[config.mk]
export PLATFORM = sky130hd
export DESIGN_NAME = fixedpoint_block_accum
export DESIGN_NICKNAME = d
export VERILOG_FILES = /design/src/rtl/fixedpoint_block_accum_pkg.sv /design/src/rtl/comb_FixedPointZoom.sv /design/src/rtl/fixedpoint_block_accum.sv
export SDC_FILE = /design/constraint.sdc
export NUM_CORES = 1
export LEC_CHECK = 0
export BUFFER_PORTS_ARGS = -buffer_cell sky130_fd_sc_hd__buf_2
export CORE_UTILIZATION = 43
export CTS_CLUSTER_SIZE = 8
export DETAILED_ROUTE_END_ITERATION = 10
export GPL_TIMING_DRIVEN = 0
export MAX_ROUTING_LAYER = met4
export PLACE_DENSITY = 0.61
export SLEW_MARGIN = 10
export SYNTH_ARGS = -nofsm -noshare
export SYNTH_HDL_FRONTEND = slang
export SYNTH_SLANG_ARGS = --single-unit
[constraint.sdc]
create_clock -name clk -period 3 [get_ports clk]
set_input_delay 0.75 -clock clk [delete_from_list [all_inputs] [get_ports clk]]
set_output_delay 0.75 -clock clk [all_outputs]
set_load 0.01 [all_outputs]
[src/rtl/fixedpoint_block_accum_pkg.sv]
// Shared fixed-point helpers: FSM encoding and width functions for the block accumulator.
package fixedpoint_block_accum_pkg;

    typedef enum logic {
        ST_ACC = 1'b0,
        ST_OUT = 1'b1
    } state_t;

    // Accumulator width that can hold LEN full-scale samples without overflow.
    function automatic int acc_width(input int wii, input int wif, input int len);
        return wii + wif + $clog2(len);
    endfunction

    // Counter width able to represent 0..LEN.
    function automatic int count_width(input int len);
        return $clog2(len + 1);
    endfunction

endpackage

[src/rtl/comb_FixedPointZoom.sv]
// Combinational fixed-point resize WII.WIF -> WOI.WOF with floor truncation and saturate/wrap.
module comb_FixedPointZoom #(
    parameter int WII  = 12,
    parameter int WIF  = 10,
    parameter int WOI  = 12,
    parameter int WOF  = 10,
    parameter int ROOF = 1
) (
    input  logic signed [WII+WIF-1:0] in_data,
    output logic signed [WOI+WOF-1:0] out_data,
    output logic                      overflow
);

    localparam int WMID = WII + WOF;
    localparam int OW   = WOI + WOF;

    // Value re-scaled to WOF fraction bits but still carrying all WII integer bits.
    logic signed [WMID-1:0] mid;

    generate
        if (WOF >= WIF) begin : g_frac_ext
            assign mid = WMID'(in_data) <<< (WOF - WIF);
        end else begin : g_frac_cut
            // Arithmetic shift drops fraction bits toward negative infinity.
            assign mid = WMID'(in_data >>> (WIF - WOF));
        end

        if (WOI >= WII) begin : g_int_ext
            assign out_data = OW'(mid);
            assign overflow = 1'b0;
        end else begin : g_int_cut
            localparam int HW = WMID - OW + 1;
            localparam logic signed [OW-1:0] MAX_CODE = {1'b0, {(OW-1){1'b1}}};
            localparam logic signed [OW-1:0] MIN_CODE = {1'b1, {(OW-1){1'b0}}};
            logic [HW-1:0] hi;
            // Value fits only if every dropped bit equals the new sign bit.
            assign hi       = mid[WMID-1:OW-1];
            assign overflow = !((&hi) || !(|hi));
            assign out_data = (overflow && ROOF != 0) ? (mid[WMID-1] ? MIN_CODE : MAX_CODE)
                                                      : mid[OW-1:0];
        end
    endgenerate

endmodule

[src/rtl/fixedpoint_block_accum.sv]
// Block accumulator: sums up to LEN fixed-point samples, then presents one resized result.
module fixedpoint_block_accum
    import fixedpoint_block_accum_pkg::*;
#(
    parameter int WII  = 10,
    parameter int WIF  = 10,
    parameter int WOI  = 12,
    parameter int WOF  = 10,
    parameter int LEN  = 4,
    parameter int ROOF = 1
) (
    input  logic                          rstn,
    input  logic                          clk,
    input  logic                          i_valid,
    output logic                          i_ready,
    input  logic signed [WII+WIF-1:0]     i_data,
    input  logic                          i_upflow,
    input  logic                          i_downflow,
    input  logic                          i_last,
    output logic                          o_valid,
    input  logic                          o_ready,
    output logic signed [WOI+WOF-1:0]     o_sum,
    output logic [count_width(LEN)-1:0]   o_count,
    output logic                          o_upflow,
    output logic                          o_downflow
);

    localparam int AW = acc_width(WII, WIF, LEN);
    localparam int CW = count_width(LEN);
    localparam int OW = WOI + WOF;

    state_t               state, state_nxt;
    logic                 armed;
    logic signed [AW-1:0] acc, acc_nxt;
    logic [CW-1:0]        cnt, cnt_nxt;
    logic                 sticky_up, sticky_dn;
    logic                 accept, close;
    logic signed [OW-1:0] zoom_sum;
    logic                 zoom_ovf;

    assign accept  = i_valid && i_ready;
    assign acc_nxt = acc + AW'(i_data);
    assign cnt_nxt = cnt + CW'(1);
    assign close   = accept && (i_last || cnt == CW'(LEN - 1));

    comb_FixedPointZoom #(
        .WII  (AW - WIF),
        .WIF  (WIF),
        .WOI  (WOI),
        .WOF  (WOF),
        .ROOF (ROOF)
    ) u_zoom (
        .in_data  (acc_nxt),
        .out_data (zoom_sum),
        .overflow (zoom_ovf)
    );

    // State register plus the one-cycle arming that keeps i_ready low until after reset.
    // NOTE: sequential state uses non-blocking assignments so every flop samples pre-edge values.
    always_ff @(posedge clk or negedge rstn) begin
        if (!rstn) begin
            state <= ST_ACC;
            armed <= 1'b0;
        end else begin
            state <= state_nxt;
            armed <= 1'b1;
        end
    end

    // Next-state and handshake outputs.
    always_comb begin
        // NOTE: defaults first so no path leaves a signal unassigned and infers a latch.
        state_nxt = state;
        i_ready   = 1'b0;
        o_valid   = 1'b0;
        case (state)
            ST_ACC: begin
                i_ready = armed;
                if (close) state_nxt = ST_OUT;
            end
            ST_OUT: begin
                o_valid = 1'b1;
                if (o_ready) state_nxt = ST_ACC;
            end
            default: state_nxt = ST_ACC;
        endcase
    end

    // Accumulate accepted samples; on the closing sample capture the result and clear the block.
    always_ff @(posedge clk or negedge rstn) begin
        if (!rstn) begin
            acc        <= '0;
            cnt        <= '0;
            sticky_up  <= 1'b0;
            sticky_dn  <= 1'b0;
            o_sum      <= '0;
            o_count    <= '0;
            o_upflow   <= 1'b0;
            o_downflow <= 1'b0;
        end else if (accept) begin
            if (close) begin
                acc        <= '0;
                cnt        <= '0;
                sticky_up  <= 1'b0;
                sticky_dn  <= 1'b0;
                o_sum      <= zoom_sum;
                o_count    <= cnt_nxt;
                o_upflow   <= sticky_up | i_upflow | zoom_ovf;
                o_downflow <= sticky_dn | i_downflow;
            end else begin
                acc       <= acc_nxt;
                cnt       <= cnt_nxt;
                sticky_up <= sticky_up | i_upflow;
                sticky_dn <= sticky_dn | i_downflow;
            end
        end
    end

endmodule

==> results of run 1 <==
==> flip-flops by register name (all words and copies together), names as in the netlist <==
register	count
acc	22
armed	1
cnt	3
o_count	3
o_downflow	1
o_sum	22
o_upflow	1
state	1
sticky_dn	1
sticky_up	1
==> cell usage after synthesis, types with 3 or more instances <==
cell / number
a21o_1: 6
a21oi_1: 19
a22o_1: 20
clkbuf_1: 10
dfrtp_1: 56
ha_1: 23
inv_1: 6
mux2_2: 11
nand2_1: 54
nand3_1: 4
nand4_1: 5
nor2_1: 15
nor2b_1: 3
o21a_1: 3
o21ai_0: 20
o21ai_1: 3
o31ai_1: 5
xnor2_1: 9
xor2_1: 9
==> layout make-up <==
type,instances,area (um2),share of cell area (%)
multi-input combinational,241,1690,46.1
sequential,56,1400,38.4
timing repair buffer,55,278,7.60
tap,96,120,3.29
clock buffer,6,82.6,2.26
buffer,13,55.1,1.51
inverter,6,22.5,0.616
clock inverter,1,8.76,0.240
==> worst max-delay path, cell delays in order <==
cell and delay (ns):
buf_2 0.10, ha_1 0.20, inv_1 0.07, fa_1 0.21, nor2b_1 0.07, o31ai_1 0.40, a21oi_2 0.16, a31oi_2 0.42
o31ai_2 0.15, xor2_1 0.17, mux2_2 0.27
==> cell families (layout without fill, tap and decap cells) <==
group           count (synthesis)  after routing
other cells                     1              1
mux                            11             11
xor+xnor                       18             18
compound gates                 93             93
fa+ha+maj                      24             24
buf+inv                        19             81
simple gates                   94             94
flops                          56             56
==> power by group through the flow <==
stage	Sequential, W	Clock [W]	Combinational [W]
after floorplan	0.00130	0	0.00122
after global placement	0.00123	0	0.00175
after global routing	0.00127	0.000473	0.00202
after CTS	0.00123	0.000449	0.00179
final	0.00122	0.000427	0.00178
after detailed placement	0.00124	0	0.00177
==> what timing repair did <==
action                     in CTS  in global routing
gates resized for setup         1                  2
setup buffers                   0                  0
setup endpoints to repair       1                  4
==> layer usage <==
metal,global-route usage (%),part of all wire (%),vias to the layer above
li1,-,-,1256
met1,28.8,49,1203
met2,33.7,47,43
met3,2.92,2.8,7
met4,5.37,1.0,0
met5,-,0,-
==> path summary, 6_finish.rpt <==
kind                       startpoint         to
min                         o_sum[11]  o_sum[11]
min in group asynchronous        rstn  o_sum[10]
max in group asynchronous        rstn     acc[2]
max                         i_data[0]  o_sum[20]
max reg2reg                    acc[0]  o_sum[20]
min reg2reg                 o_sum[11]  o_sum[11]
==> metrics by stage <==
stage	setup WS, ns	cell area, um2
floorplan	0.240	3150
global placement	-0.277	3540
detailed placement	-0.329	3550
CTS	0.0759	3640
global route	0.0144	3650
finish	0.223	3650
==> metrics, run 1 <==
clock slew at reported path FFs roughly 0.1 ns; Hold WS around 0.48 ns; Synth top area share between 40% and 50%; CTS tree built; Cell Pwr Density about 940 nW/um2; gr usage total 21.2%; Post-Synth Simple-Gate Area 13.5%; post-route clock period utilization between 90% and 100%; r2r setup slk between 0.3 and 0.4 ns; chip width about 90 um; Net Sw Frac around two fifths; Post-Syn Nets approximately 370; crit path DAT 2.98 ns; Iteration-0 DRC Markers 83; Switch Pwr between 0.001 and 0.0015 W; Flop pwr share a little over a third; most frequent cells in the layout 56 x buf_2, 56 x dfrtp_1, 54 x nand2_1, 23 x ha_1; core footprint 6940 um2; final wirelength a little over 7000 um; Via Count around 2500; synth unique cells 47; final max-slew violation count 0; number of I/O pins between 50 and 60; Post-synth EDFFs 0; asr flop ratio synth between 90% and 100%; Detail Placement HPWL ~5200 um; Seq/Total Area, Yosys roughly 44%; Startpoint Class primary input; DRT antenna net count 0; Yosys reg bits 56; clock root cell clkbuf_8; Internal about 0.0020 W; CTS Hold Bufs 0; clock power share around 12%; Post-Syn Area 3150 um2; post-layout util 52.6%; Cell Count, Final, Fillers Out 474; final hold vios 0; status finished clean; synthesized netlist cell count approximately 320; CP required 3.20 ns; Tightest Pin Transition slightly below 0.8 ns; ranking of synthesized cells by area dfrtp_1 44%, ha_1 9.1%, nand2_1 6.4%, a22o_1 5.6%, mux2_2 3.9%; placed instance count 467; CP Max Fanout 5; leakage around 1.8 nW; Synth Area in Compound Gates a little over 20%; antenna violations before repair 0; routed len/inst 15.0 um; syn avg cell area 9.97 um2; DRC viols 0; area grow syn2layout 16.0%; Peak Freq ~360 MHz; first-pass GRT wire length 12200 um; top_reg_cell synth dfrtp_1; post-synthesis adder-cell area fraction under 10%; ANT cells 0; Nets approximately 430; H-tree levels 2; largest family of logic cells by synthesized area compound AO/OA/AOI/OAI gates; die height 87.6 um; cells on worst reg2reg path 10; maximum VDD drop about 0.37 mV; Yosys top cell by area dfrtp_1; largest net degree at the start of global routing 57; Slew HR 48.5%; CTS Buf Count 5; vias in the first global route approximately 2500; critical path class primary input to flop; RD Place Congestion 0.832; fill cell count roughly 680; RSZ-0062 raised after global routing no; total power about 0.0034 W; Initial Util 45.4%; Synth Area in XOR/XNOR approximately 5.0%; HP Class flop to flop; MaxCap Viol Count 0; final setup vio count 0; layout cells sized above 1 23.0%; hold path depth 2; Comb pwr share 52.0%; via-per-instance ratio approximately 5.3; final total negative setup slack 0 ns; synth warn 0; mux share of post-synthesis cell area under 10%; gr ovfl total 0; Worst-Skew Late Latency around 0.31 ns; Die Area about 7700 um2; Tmin final around 2.8 ns; Clock Sinks 56; worst clock skew about 0.0066 ns; DR pass1 iterations 4; row count 30; crit end category flop; IO buf count 55; CTS max path bufs 2
Power figures use the tool's default switching activity.
==> inputs of run 2 (changes only) <==
--- a/config.mk
+++ b/config.mk
@@ -12,5 +12,4 @@
 export GPL_TIMING_DRIVEN = 0
 export MAX_ROUTING_LAYER = met4
-export PLACE_DENSITY = 0.61
 export SLEW_MARGIN = 10
 export SYNTH_ARGS = -nofsm -noshare
==> constraint.sdc (replaced) <==
create_clock -name clk -period 3 [get_ports clk]
set_input_delay 0.3 -clock clk [delete_from_list [all_inputs] [get_ports clk]]
set_output_delay 0.3 -clock clk [all_outputs]
set_load 0.01 [all_outputs]
==> run 2 against run 1 <==
Combinational power is essentially flat. Cell area fell by 0.31%. Global-route usage shrank 1.2 points. Highest routed layer unchanged.
==> metrics, run 2 (synthesis gave the netlist of run 1 again) <==
clock power share 12.4% (about the same); Cell Chain, Critical Path ha_1 -> inv_1 -> fa_1 -> nor2b_1 -> o31ai_1 -> a21oi_1 -> a31oi_2 -> o31ai_1 -> xor2_1 -> mux2_2; crit-path leading delay family compound AO/OA/AOI/OAI gates; Peak Freq 362 MHz (+0.43%); vias in the first global route 2344 (-7.4%); Comb pwr share 52.1% (about the same); final total negative setup slack 0 ns (unchanged); layout cells sized above 1 22.4% (-0.59 points); via-per-instance ratio 5.34 (+0.82%); core footprint 6940 um2 (unchanged); Cell Pwr Density 944 nW/um2 (+0.53%); biggest registers after layout acc (22), o_sum (22); CTS tree built; post-route clock period utilization 92.2% (-0.40 points); die height 87.6 um (unchanged); crit end category flop; DRT antenna net count 0 (unchanged); CTS max path bufs 2 (unchanged); final max-slew violation count 0 (unchanged); MaxCap Viol Count 0 (unchanged); largest net degree at the start of global routing 57 (unchanged); status finished clean; Die Area 7670 um2 (unchanged); clock root cell clkbuf_8; critical path class flop to flop; Via Count 2535 (+1.0%); cells on worst reg2reg path 10 (unchanged); routed len/inst 14.8 um (-1.0%); Flop pwr share 35.5% (about the same); Detail Placement HPWL 5180 um (-1.2%); chip width 87.6 um (unchanged); most used cell, CP o31ai_1; first-pass GRT wire length 11400 um (-6.5%); number of I/O pins 56 (unchanged); Worst-Skew Late Latency 0.31 ns (about the same); gr usage total 20.1% (-1.2 points); Slew HR 49.1% (+0.68 points); antenna violations before repair 0 (unchanged); maximum VDD drop 0.408 mV (+8.9%); ANT cells 0 (unchanged); DRC viols 0 (unchanged); Crit path largest cell delay 0.41 ns (about the same); post-layout util 52.5% (-0.16 points); Nets 429 (unchanged); IO buf count 55 (unchanged); worst clock skew 0.00671 ns (+0.0000736 ns); Switch Pwr 0.00144 W (+2.1%); gr ovfl total 0 (unchanged); origin of the critical flop-to-flop path acc[0]; clock slew at reported path FFs 0.11 ns (about the same); Net Sw Frac 41.8% (+0.75 points); RSZ-0062 raised after global routing no; Initial Util 45.4% (unchanged); Internal 0.00200 W (-1.1%); final hold vios 0 (unchanged); row count 30 (unchanged); CTS Buf Count 5 (unchanged); dpl ws 0.153 ns (+0.482 ns); CP required 3.21 ns (about the same); Tightest Pin Transition 0.759 ns (-0.0102 ns); final setup vio count 0 (unchanged); RD Place Congestion 0.846 (+1.8%); reg2reg end o_sum[20]; setup ws final 0.235 ns (+0.0119 ns); Clock Sinks 56 (unchanged); most frequent cells in the layout 56 x buf_2, 56 x dfrtp_1, 54 x nand2_1, 23 x ha_1; final wirelength 7040 um (-0.79%); # Post-CTS Setup Buffers 0 (unchanged); H-tree levels 2 (unchanged); CP Max Fanout 5 (unchanged); crit path DAT 2.98 ns (about the same); WP buf/inv 1 (-1); Tmin final 2.77 ns (-0.0119 ns); Worst path slowest cell fa_1; Iteration-0 DRC Markers 96 (+16%); Startpoint Class flop; HP Class primary input to async pin; DR pass1 iterations 5 (+1); leakage 1.79 nW (-0.40%); area grow syn2layout 15.7%; r2r setup slk 0.23 ns (-0.15 ns)
[run 2: metal layers]
metal | track usage (%) | vias to the layer above | wire length, um
li1 | - | 1261 | -
met1 | 27.7 | 1212 | 3490
met2 | 31.4 | 54 | 3210
met3 | 2.73 | 8 | 260
met4 | 4.92 | 0 | 76
met5 | - | - | 0
[run 2: power by group through the flow]
| stage | clock (W) | combinational [W] | sequential [W] |
|---|---|---|---|
| global route | 0.000471 | 0.00200 | 0.00126 |
| global placement | 0 | 0.00176 | 0.00123 |
| CTS | 0.000447 | 0.00179 | 0.00122 |
| detailed placement | 0 | 0.00178 | 0.00124 |
| floorplan | 0 | 0.00122 | 0.00130 |
| finish | 0.000427 | 0.00179 | 0.00122 |
[run 2: worst max-delay path by stage]
stage	start	to	cells past startpoint
after detailed placement	i_data[0]	o_sum[20]	11
after global routing	acc[0]	o_sum[20]	10
final	acc[0]	o_sum[20]	10
after global placement	i_data[0]	o_sum[20]	11
after CTS	acc[0]	o_sum[20]	10
after floorplan	acc[0]	o_sum[20]	10
[run 2: cell type report]
cell class	instances	area, um2
fillers	662	3300
multi-input cells	241	1680
flip-flops and latches	56	1400
repair buffers	55	278
well taps	96	120
clock buffers	6	72.6
plain buffers	13	55.1
inverters	6	22.5
clock inverters	2	16.3
[run 2: repair_timing]
action,4_1_cts,5_1_grt
setup endpoints to repair,0,1
hold buffers,0,0
resized for setup,0,1
[run 2: metrics by stage]
step / cell area [um2] / hold WS (ns) / power, W / cells
global route: 3640 / 0.0874 / 0.00373 / 475
finish: 3640 / 0.0284 / 0.00344 / 475
global placement: 3540 / 0.451 / 0.00299 / 467
detailed placement: 3550 / 0.413 / 0.00302 / 467
floorplan: 3150 / 0.00441 / 0.00252 / 316
CTS: 3640 / 0.0629 / 0.00347 / 475
[run 2: worst reg2reg max path, cell delays in order (launching register included)]
cell     delay, ns
dfrtp_1       0.36
ha_1          0.16
inv_1         0.05
fa_1          0.41
nor2b_1       0.16
o31ai_1       0.12
a21oi_1       0.34
a31oi_2       0.25
o31ai_1       0.37
xor2_1        0.17
mux2_2        0.28
==> inputs of run 3 (changes only) <==
- CORE_ASPECT_RATIO: unset -> 1.2
==> run 3 against run 2 <==
Die area is essentially flat. Critical endpoint unchanged. Register-to-register slack is essentially flat. Via count is 1.1% lower. Sequential power about the same.
==> metrics, run 3 (synthesis gave the netlist of run 1 again) <==
Peak Freq 360 MHz (-0.49%); die height 95.8 um (+9.3%); core footprint 6980 um2 (+0.49%); final setup vio count 0 (unchanged); reg2reg end o_sum[20]; CP Capture Point o_sum[20]; vias in the first global route 2445 (+4.3%); RD Place Congestion 0.839 (-0.83%); biggest registers after layout acc (22), o_sum (22); number of I/O pins 56 (unchanged); Iteration-0 DRC Markers 91 (-5.2%); H-tree levels 2 (unchanged); post-layout util 52.3% (-0.13 points); leakage 1.81 nW (+1.0%); HP Class primary input to async pin; most used cell, CP o31ai_1; maximum VDD drop 0.397 mV (-2.8%); CP Max Fanout 5 (unchanged); status finished clean; Startpoint Class flop; final max-slew violation count 0 (unchanged); post-route clock period utilization 92.6% (+0.45 points); final total negative setup slack 0 ns (unchanged); first-pass GRT wire length 11500 um (+1.2%); RSZ-0062 raised after global routing no; Detail Placement HPWL 5180 um (about the same); MaxCap Viol Count 0 (unchanged); IO buf count 55 (unchanged); crit-path leading delay family compound AO/OA/AOI/OAI gates; WP depth 10 (unchanged); Cell Count, Final, Fillers Out 466 (-1.9%); area grow syn2layout 15.9%; routed len/inst 15.3 um (+3.2%); sequential cell area 1400 um2 (unchanged); Hold WS 0.0347 ns (+0.00622 ns); origin of the critical flop-to-flop path acc[0]; CTS Buf Count 5 (unchanged); area of the multi-input gates 1670 um2 (-0.37%); cells on worst reg2reg path 10 (unchanged); Initial Util 45.1% (-0.22 points); gr usage total 20.5% (+0.39 points); Clock Sinks 56 (unchanged); # Post-CTS Setup Buffers 0 (unchanged); CTS tree built; r2r setup slk 0.22 ns (about the same); DR pass1 iterations 4 (-1); WP buf/inv 1 (unchanged); Via Count 2507 (-1.1%); Cell Pwr Density 962 nW/um2 (+2.0%); Die Area 7670 um2 (about the same); fill cell count 676 (+2.1%); CTS Hold Bufs 0 (unchanged); placed instance count 458 (-1.9%); worst clock skew 0.0164 ns (+0.00966 ns); clock root cell clkbuf_8; chip width 80.1 um (-8.5%); clock slew at reported path FFs 0.11 ns (about the same); Worst path slowest cell a31oi_1; layout cells sized above 1 22.4% (unchanged); final hold vios 0 (unchanged); DRC viols 0 (unchanged); DRT antenna net count 0 (unchanged); CP required 3.22 ns (about the same); ANT cells 0 (unchanged); Worst-Skew Late Latency 0.32 ns (about the same); row count 33 (+10%); largest net degree at the start of global routing 57 (unchanged); crit path DAT 3.00 ns (+0.02 ns); Tightest Pin Transition 0.760 ns (+0.000970 ns); crit end category flop; CTS max path bufs 2 (unchanged); Cell Chain, Critical Path ha_1 -> inv_1 -> fa_1 -> nor2b_1 -> o31ai_1 -> a21oi_1 -> a31oi_1 -> o31ai_1 -> xor2_1 -> mux2_2; Nets 429 (unchanged); final wirelength 7120 um (+1.2%); gr ovfl total 0 (unchanged); total power 0.00351 W (+2.2%); Post-CTS Resized 0 (unchanged); Critical Path Source acc[0]; Slew HR 49.1% (-0.065 points); critical path class flop to flop; via-per-instance ratio 5.38 (+0.81%); Crit path largest cell delay 0.53 ns (+0.12 ns); most frequent cells in the layout 56 x buf_2, 56 x dfrtp_1, 54 x nand2_1, 23 x ha_1; Tmin final 2.78 ns (+0.0136 ns); antenna violations before repair 0 (unchanged)
run 3: changes by cell type in the layout (fill, tap and decap cells not counted):
cell / previous run / this run
clkinv_4: 1 / 0
a31oi_2: 1 / 0
clkinvlp_4: 1 / 0
inv_8: 0 / 1
clkbuf_1: 11 / 10
bufinv_16: 0 / 1
a31oi_1: 1 / 2
clkinv_2: 0 / 1
run 3: how the worst min path moves through the flow:
stage,start,endpoint,slack [ns],cells after the start
after detailed placement,rstn,acc[14],0.42,1
final,rstn,acc[18],0.03,1
after global routing,rstn,acc[18],0.08,1
after global placement,o_downflow,o_downflow,0.45,2
after CTS,rstn,acc[18],0.06,1
after floorplan,rstn,acc[0],0.004,0
run 3: final cells by class:
| type | instances | area share (%) |
|---|---|---|
| Multi-Input combinational cell | 241 | 45.8 |
| Clock inverter | 3 | 1.27 |
| Tap cell | 87 | 2.98 |
| Buffer | 13 | 1.51 |
| Sequential cell | 56 | 38.4 |
| Inverter | 6 | 0.617 |
| Clock buffer | 5 | 1.88 |
| Timing Repair Buffer | 55 | 7.61 |
run 3: metrics by stage:
stage	worst slack (ns)	area, um2
6_report	0.221	3650
5_1_grt	0.0433	3650
3_3_place_gp	0.197	3530
3_5_place_dp	0.174	3540
2_1_floorplan	0.657	3150
4_1_cts	0.205	3650
run 3: report_power, final:
part,internal (W),switching (W),leakage [nW]
sequential,0.00106,0.000165,0.706
clock,0.000254,0.000268,0.0600
combinational,0.000771,0.000994,1.05
total,0.00209,0.00143,1.81
run 3: metal layers:
metal  global-route usage (%)  share of wire, %  vias to the layer above
met3                     3.13               3.0                        9
li1                         -                 -                     1260
met1                     26.1                48                     1197
met2                     33.6                48                       41
met4                     6.40               1.4                        0
met5                        -                 0                        -
